--- src/rtl/uart_tx_queue.sv ---
// rtl/uart_tx_queue.sv - circular byte FIFO feeding the UART transmitter's tx_start/tx_data
// Optional status ports (level, overflow, clr_ovf) are enabled by defining UART_TXQ_STATUS_EN.
module uart_tx_queue #(
    parameter int data_len = 8,
    parameter int DEPTH    = 16,
    localparam int ADDR_W  = $clog2(DEPTH)
) (
    input  logic                clk,
    input  logic                rst,
    input  logic                wr_en,
    input  logic [data_len-1:0] wr_data,
    output logic                full,
    output logic                empty,
    input  logic                baud_tick_tx,
    input  logic                tx_done,
    output logic                tx_start,
    output logic [data_len-1:0] tx_data,
    output logic                busy
`ifdef UART_TXQ_STATUS_EN
    ,
    input  logic                clr_ovf,
    output logic [ADDR_W:0]     level,
    output logic                overflow
`endif
);

    typedef enum logic [1:0] {IDLE, LOAD, START, WAIT} state_t;

    localparam logic [ADDR_W:0] FULL_COUNT = (ADDR_W + 1)'(DEPTH);

    state_t              state, state_next;
    logic [data_len-1:0] mem [DEPTH];
    logic [ADDR_W-1:0]   wr_ptr, rd_ptr;
    logic [ADDR_W:0]     count, count_next;
    logic                tx_done_q;
    logic                push, pop;

    // A write arriving while full is dropped even if LOAD frees a slot in the same cycle.
    assign push = wr_en && !full;
    assign pop  = (state == LOAD);
    assign busy = (state != IDLE);

    always_comb begin
        count_next = count + {{ADDR_W{1'b0}}, push} - {{ADDR_W{1'b0}}, pop};
    end

    always_comb begin
        state_next = state;
        tx_start   = 1'b0;
        case (state)
            IDLE:  if (!empty) state_next = LOAD;
            LOAD:  state_next = START;
            START: begin
                tx_start = 1'b1;
                if (baud_tick_tx) state_next = WAIT;
            end
            WAIT:  if (tx_done && !tx_done_q) state_next = IDLE;
            default: state_next = IDLE;
        endcase
    end

    always_ff @(posedge clk) begin
        if (push) mem[wr_ptr] <= wr_data;
    end

    always_ff @(posedge clk or negedge rst) begin
        if (!rst) begin
            state     <= IDLE;
            wr_ptr    <= '0;
            rd_ptr    <= '0;
            count     <= '0;
            full      <= 1'b0;
            empty     <= 1'b1;
            tx_data   <= '0;
            tx_done_q <= 1'b0;
        end else begin
            state     <= state_next;
            tx_done_q <= tx_done;
            count     <= count_next;
            full      <= (count_next == FULL_COUNT);
            empty     <= (count_next == '0);
            if (push) wr_ptr <= wr_ptr + 1'b1;
            if (pop) begin
                tx_data <= mem[rd_ptr];
                rd_ptr  <= rd_ptr + 1'b1;
            end
        end
    end

`ifdef UART_TXQ_STATUS_EN
    assign level = count;

    // A drop in the same cycle as clr_ovf wins, so no overflow is ever lost.
    always_ff @(posedge clk or negedge rst) begin
        if (!rst)               overflow <= 1'b0;
        else if (wr_en && full) overflow <= 1'b1;
        else if (clr_ovf)       overflow <= 1'b0;
    end
`endif

endmodule

--- config.mk ---
export PLATFORM = sky130hd
export DESIGN_NAME = uart_tx_queue
export DESIGN_NICKNAME = d
export VERILOG_FILES = /design/src/rtl/uart_tx_queue.sv
export SDC_FILE = /design/constraint.sdc
export NUM_CORES = 1
export LEC_CHECK = 0
export ABC_AREA = 1
export CORE_MARGIN = 2
export CORE_UTILIZATION = 30
export CTS_CLUSTER_SIZE = 14
export DETAILED_ROUTE_END_ITERATION = 16
export GPL_TIMING_DRIVEN = 0
export RECOVER_POWER = 100
export SYNTH_ARGS = -nofsm -noshare
export SYNTH_HDL_FRONTEND = slang
export SYNTH_SLANG_ARGS = --single-unit
export TNS_END_PERCENT = 50
--- constraint.sdc ---
create_clock -name clk -period 6.1 [get_ports clk]
set_input_delay 1.22 -clock clk [delete_from_list [all_inputs] [get_ports clk]]
set_output_delay 1.22 -clock clk [all_outputs]
set_load 0.005 [all_outputs]
; ---- Word level (Yosys, flattened, before mapping)
; Memory sizes are Yosys's and may differ from the RTL's. A register that Yosys moved wholly into a read port is not among the register bits.
; Index checks and enable logic that the tools add are counted.
; Widths: inputs -> output; s select.
[op_classes]
add_sub_neg = 4
eq_ne = 7
reduce_logical = 9
n_mux = 7
[op_table]
columns = op, count
row1 = $add 4x1->4 const B, 2
row2 = $pmux 2 s4, 1
row3 = $mux 2, 3
row4 = $ne 2x2->1 const B, 3
row5 = $add 5x1->5, 1
row6 = $eq 5x5->1 const B, 1
row7 = $logic_not 5->1, 1
row8 = $sub 5x1->5, 1
row9 = $eq 2x2->1 const B, 2
row10 = $logic_not 1->1, 3
row11 = $mux 1, 3
row12 = $reduce_and 3->1, 1
row13 = $eq 2x1->1 const B, 1
row14 = $logic_and 1x1->1, 2
row15 = $logic_not 2->1, 1
row16 = $reduce_bool 2->1, 1
[totals]
memories = 1
out_inout_bits = 12
ramBits = 128
elab_cells = 35
ff_bits = 18
in_bits = 13
[mem_list]
columns = name, depth, width, rd, rd_clocked_by_memory_dff, wr, line_no
row1 = mem, 16, 8, 1, 1, 1, 32  ; logic [data_len-1:0] mem [DEPTH];

; ---- Depth between registers and ports, before layout
[depth]
depth_word = 5
mapped_depth = 12
ltp_nobuf = 12

; ---- Least setup slack after synthesis
; No wires, ideal clock.
[synth_path]
path_kind = in2reg
from = input wr_en
to = register full
slack_ps = 3054
cell_stages = 12
t_required_ps = 6029
setup_time_ps = 71
arrival_time_ps = 2974
n_path_buf = 0
cell_sequence = inv_1 > nor2_2 > inv_1 > ha_1 > inv_1 > ha_1 > inv_1 > fa_1 > o21ai_0 > xor2_1 > inv_1 > nor2_1
[synth_between]
elab_chain_cells = 4
[synth_lines]
columns = element, line_no
row1 = "start, declared", 10  ; input logic wr_en,
row2 = $logic_and 1x1->1, 39  ; assign push = wr_en && !full;
row3 = $add 5x1->5, 44  ; count_next = count + {{ADDR_W{1'b0}}, push} - {{ADDR_W{1'b0}}, pop};
row4 = $sub 5x1->5, 44
row5 = named net count_next[4], 34  ; logic [ADDR_W:0] count, count_next;
row6 = $eq 5x5->1, 80  ; full <= (count_next == FULL_COUNT);
row7 = "end signal, assigned", 80
row8 = "end, declared", 12  ; output logic full,
; The timed path passes the listed nets, and every way through them passes these cells.
; A chain may end at the register's enable or synchronous reset.

; ---- Final worst setup path
; Ends and elaborated chain as after synthesis.

==> flow_metrics.env <==
export IMPL_final_util=0.360
export IMPL_r2r_setup_slack_ns=3.44
export IMPL_ys_async_sr_fraction=0.169
export IMPL_skew_ns=0.00515
export IMPL_max_freq_mhz=276
export IMPL_synthSimpleGateAreaFrac=0.212
export IMPL_synth_distinct_cells=22
export IMPL_synth_area_top_cells="edfxtp_1 60%, nand2_1 12%, dfrtp_1 9.7%"
export IMPL_drc=0
export IMPL_start_util=0.306
export IMPL_relSlewSlack=0.203
export IMPL_synth_net_count=598
export IMPL_clk_latency_ns=0.42
export IMPL_vias=4114
export IMPL_finalNetCount=641
export IMPL_dr_first_iter_drc_count=425
export IMPL_power_switching_mw=1.36
export IMPL_fill_cells=2076
export IMPL_synth_compound_area_frac=0.00739
export IMPL_holdPathStages=2
export IMPL_grt_max_degree=27
export IMPL_seq_power_share=0.373
export IMPL_netlist_area_sq_um=6430
export IMPL_status="complete, no violations"
export IMPL_cts_hold_buf=0
export IMPL_vdd_drop_max_mv=0.169
export IMPL_p_sw_frac=0.369
export IMPL_cts_resized=0
export IMPL_first_pass_iters=5
export IMPL_synth_top_cell_by_area="edfxtp_1"
export IMPL_worst_pin_slew_ns=1.19
export IMPL_finalPower_mw=3.70
export IMPL_avgSynthCellArea_sq_um=11.3
export IMPL_fin_crit_ns=3.62
export IMPL_avgViaCountPerCell=4.57
export IMPL_fin_ws_ns=2.48
export IMPL_routed_wl_mm=15.0
export IMPL_place_ws_ns=2.28
export IMPL_crit_path_max_fanout=9
export IMPL_ios=25
export IMPL_hold_viol_final=0
export IMPL_ys_seq_area_frac=0.699
export IMPL_synth_warnings=0
export IMPL_area_delta_synth_final_pct=17.5
export IMPL_synth_fa_ha_area_frac=0.0323
export IMPL_hold_class="reg -> reg"
export IMPL_r2r_cells=11
export IMPL_grt_pass1_vias=4030
export IMPL_min_period_over_period=0.593
export IMPL_cts_buffer_depth=2
export IMPL_synthMuxAreaShare=0
export IMPL_whs_ns=0.480
export IMPL_setup_viol=0
export IMPL_grt_ovfl_total=0
export IMPL_final_max_slew_viol_count=0
export IMPL_ys_top_cells_by_count="207 x nand2_1, 128 x edfxtp_1, 97 x nand3_1"
export IMPL_gp_congestion=0.843
export IMPL_fp_dieH_microns=150
export IMPL_root_buffer="clkbuf_16"
export IMPL_n_antenna_cell=0
export IMPL_synthFlopType="edfxtp_1"
export IMPL_drive_gt1_frac=0.0736
export IMPL_synth_most_common_cell="nand2_1"
export IMPL_cp_arrival_ns=3.97
export IMPL_p_per_area_nw_per_um2=489
export IMPL_cts_htree_levels=4
export IMPL_grt_use_total=0.142
export IMPL_tritoncts="built"
export IMPL_synth_seq_cells=154
export IMPL_coreArea_sq_um=21000
export IMPL_drv_cap=0
export IMPL_synth_xor_area_share=0.0136
export IMPL_p_clk_frac=0.265
export IMPL_finalSetupTns_ns=0
export IMPL_critPathCaptureType="register"
export IMPL_synthCells=569
export IMPL_drt_wirelength_per_cell_microns=16.6
export IMPL_rsz0062_at_grt="false"
export IMPL_path_class="in -> reg"
export IMPL_clock_sinks=154
export IMPL_antenna_found_initial=0
export IMPL_p_leak_nw=2.96
export IMPL_ant_nets=0
export IMPL_rows=53
export IMPL_synth_top_family_by_area="simple AND/OR/NAND/NOR gates"
export IMPL_port_buffers=24
export IMPL_post_cts_buffers=0
export IMPL_die_w_microns=150
export IMPL_p_int_mw=2.33
export IMPL_startpoint_type="input port"
export IMPL_clkTransAtPathRegs_ns=0.06
export IMPL_grt_pass1_wl_mm=23.2
export IMPL_dp_hpwl_mm=10.2
export IMPL_cts_buffers=17
export IMPL_dieArea_sq_um=22600
export IMPL_cp_required_ns=6.45
export IMPL_synth_edf_count=128
export IMPL_power_frac_comb=0.361
export IMPL_synth_top_area_share=0.597
[critical path, stage by stage]
cell,delay (ns)
dlygate4sd3_1,0.52
inv_1,0.04
nor2_1,0.48
inv_1,0.10
ha_1,0.30
inv_1,0.05
ha_1,0.15
inv_1,0.05
fa_1,0.39
o21ai_0,0.25
xor2_1,0.25
inv_1,0.06
nor2_1,0.09
[cell usage in the layout, fill, tap and decap left out]
cell type / instances
clkdlybuf4s50_1: 1
buf_4: 5
inv_2: 1
a21oi_1: 4
buf_2: 14
nor3_1: 2
nor2_1: 20
clkbuf_1: 10
dfstp_2: 1
nand2_1: 207
dfrtp_1: 25
xnor2_1: 2
edfxtp_1: 128
ha_1: 15
bufinv_16: 2
o211ai_1: 1
fa_1: 1
dlygate4sd3_1: 23
nand3_1: 97
clkinvlp_4: 1
clkinv_1: 4
nand4_1: 2
o21ai_0: 4
clkbuf_16: 17
xor2_1: 8
inv_1: 25
clkinv_2: 5
[registers in the layout, indices dropped and copies added (netlist names)]
| register | count |
|---|---|
| count | 5 |
| rd_ptr | 4 |
| empty | 1 |
| mem | 128 |
| state | 2 |
| tx_done_q | 1 |
| wr_ptr | 4 |
| full | 1 |
| tx_data | 8 |
[power groups by stage]
| stage | Combinational (mW) | Sequential, mW | Clock (mW) |
|---|---|---|---|
| 2_1_floorplan | 0.887 | 1.39 | 0 |
| 3_3_place_gp | 1.34 | 1.40 | 0 |
| 3_5_place_dp | 1.35 | 1.40 | 0 |
| 4_1_cts | 1.36 | 1.38 | 0.995 |
| 5_1_grt | 1.50 | 1.40 | 1.04 |
| 6_report | 1.34 | 1.38 | 0.982 |
[kinds of logic (layout without fill, tap and decap cells)]
| kind of cell | count (synthesis) | after routing |
|---|---|---|
| xor+xnor | 10 | 10 |
| flops | 154 | 154 |
| compound gates | 9 | 9 |
| simple gates | 328 | 328 |
| fa+ha+maj | 16 | 16 |
| buf+inv | 52 | 108 |
[stage by stage]
stage                     cell area, sq um  std cells
after floorplan                       6430        569
after global placement                7020        868
after detailed placement              7020        868
after CTS                             7560        900
after global routing                  7560        900
final                                 7560        900
[layer usage]
| layer | share of wire | track usage |
|---|---|---|
| met4 | 0.032 | 0.0722 |
| met5 | 0 | 0 |
| met2 | 0.46 | 0.218 |
| met3 | 0.049 | 0.0321 |
| met1 | 0.46 | 0.190 |
[area by class of cell]
| type | count | area, sq um | area share |
|---|---|---|---|
| Buffer | 25 | 130 | 0.0172 |
| Timing Repair Buffer | 24 | 240 | 0.0318 |
| Multi-Input combinational cell | 363 | 1700 | 0.225 |
| Sequential cell | 154 | 4500 | 0.595 |
| Tap cell | 275 | 344 | 0.0455 |
| Clock inverter | 11 | 104 | 0.0137 |
| Inverter | 27 | 101 | 0.0134 |
| Clock buffer | 21 | 440 | 0.0583 |
[worst paths after layout]
kind | startpoint | end
hold / removal | tx_data[5]$_DFFE_PN0N_ | tx_data[5]$_DFFE_PN0N_
hold reg to reg | tx_data[5]$_DFFE_PN0N_ | tx_data[5]$_DFFE_PN0N_
setup / recovery | wr_en | full$_DFF_PN0_
max in group asynchronous | rst | rd_ptr[0]$_DFFE_PN0N_
min in group asynchronous | rst | tx_data[7]$_DFFE_PN0N_
setup reg to reg | full$_DFF_PN0_ | full$_DFF_PN0_
Note: power is estimated with default switching activity, not from simulation.
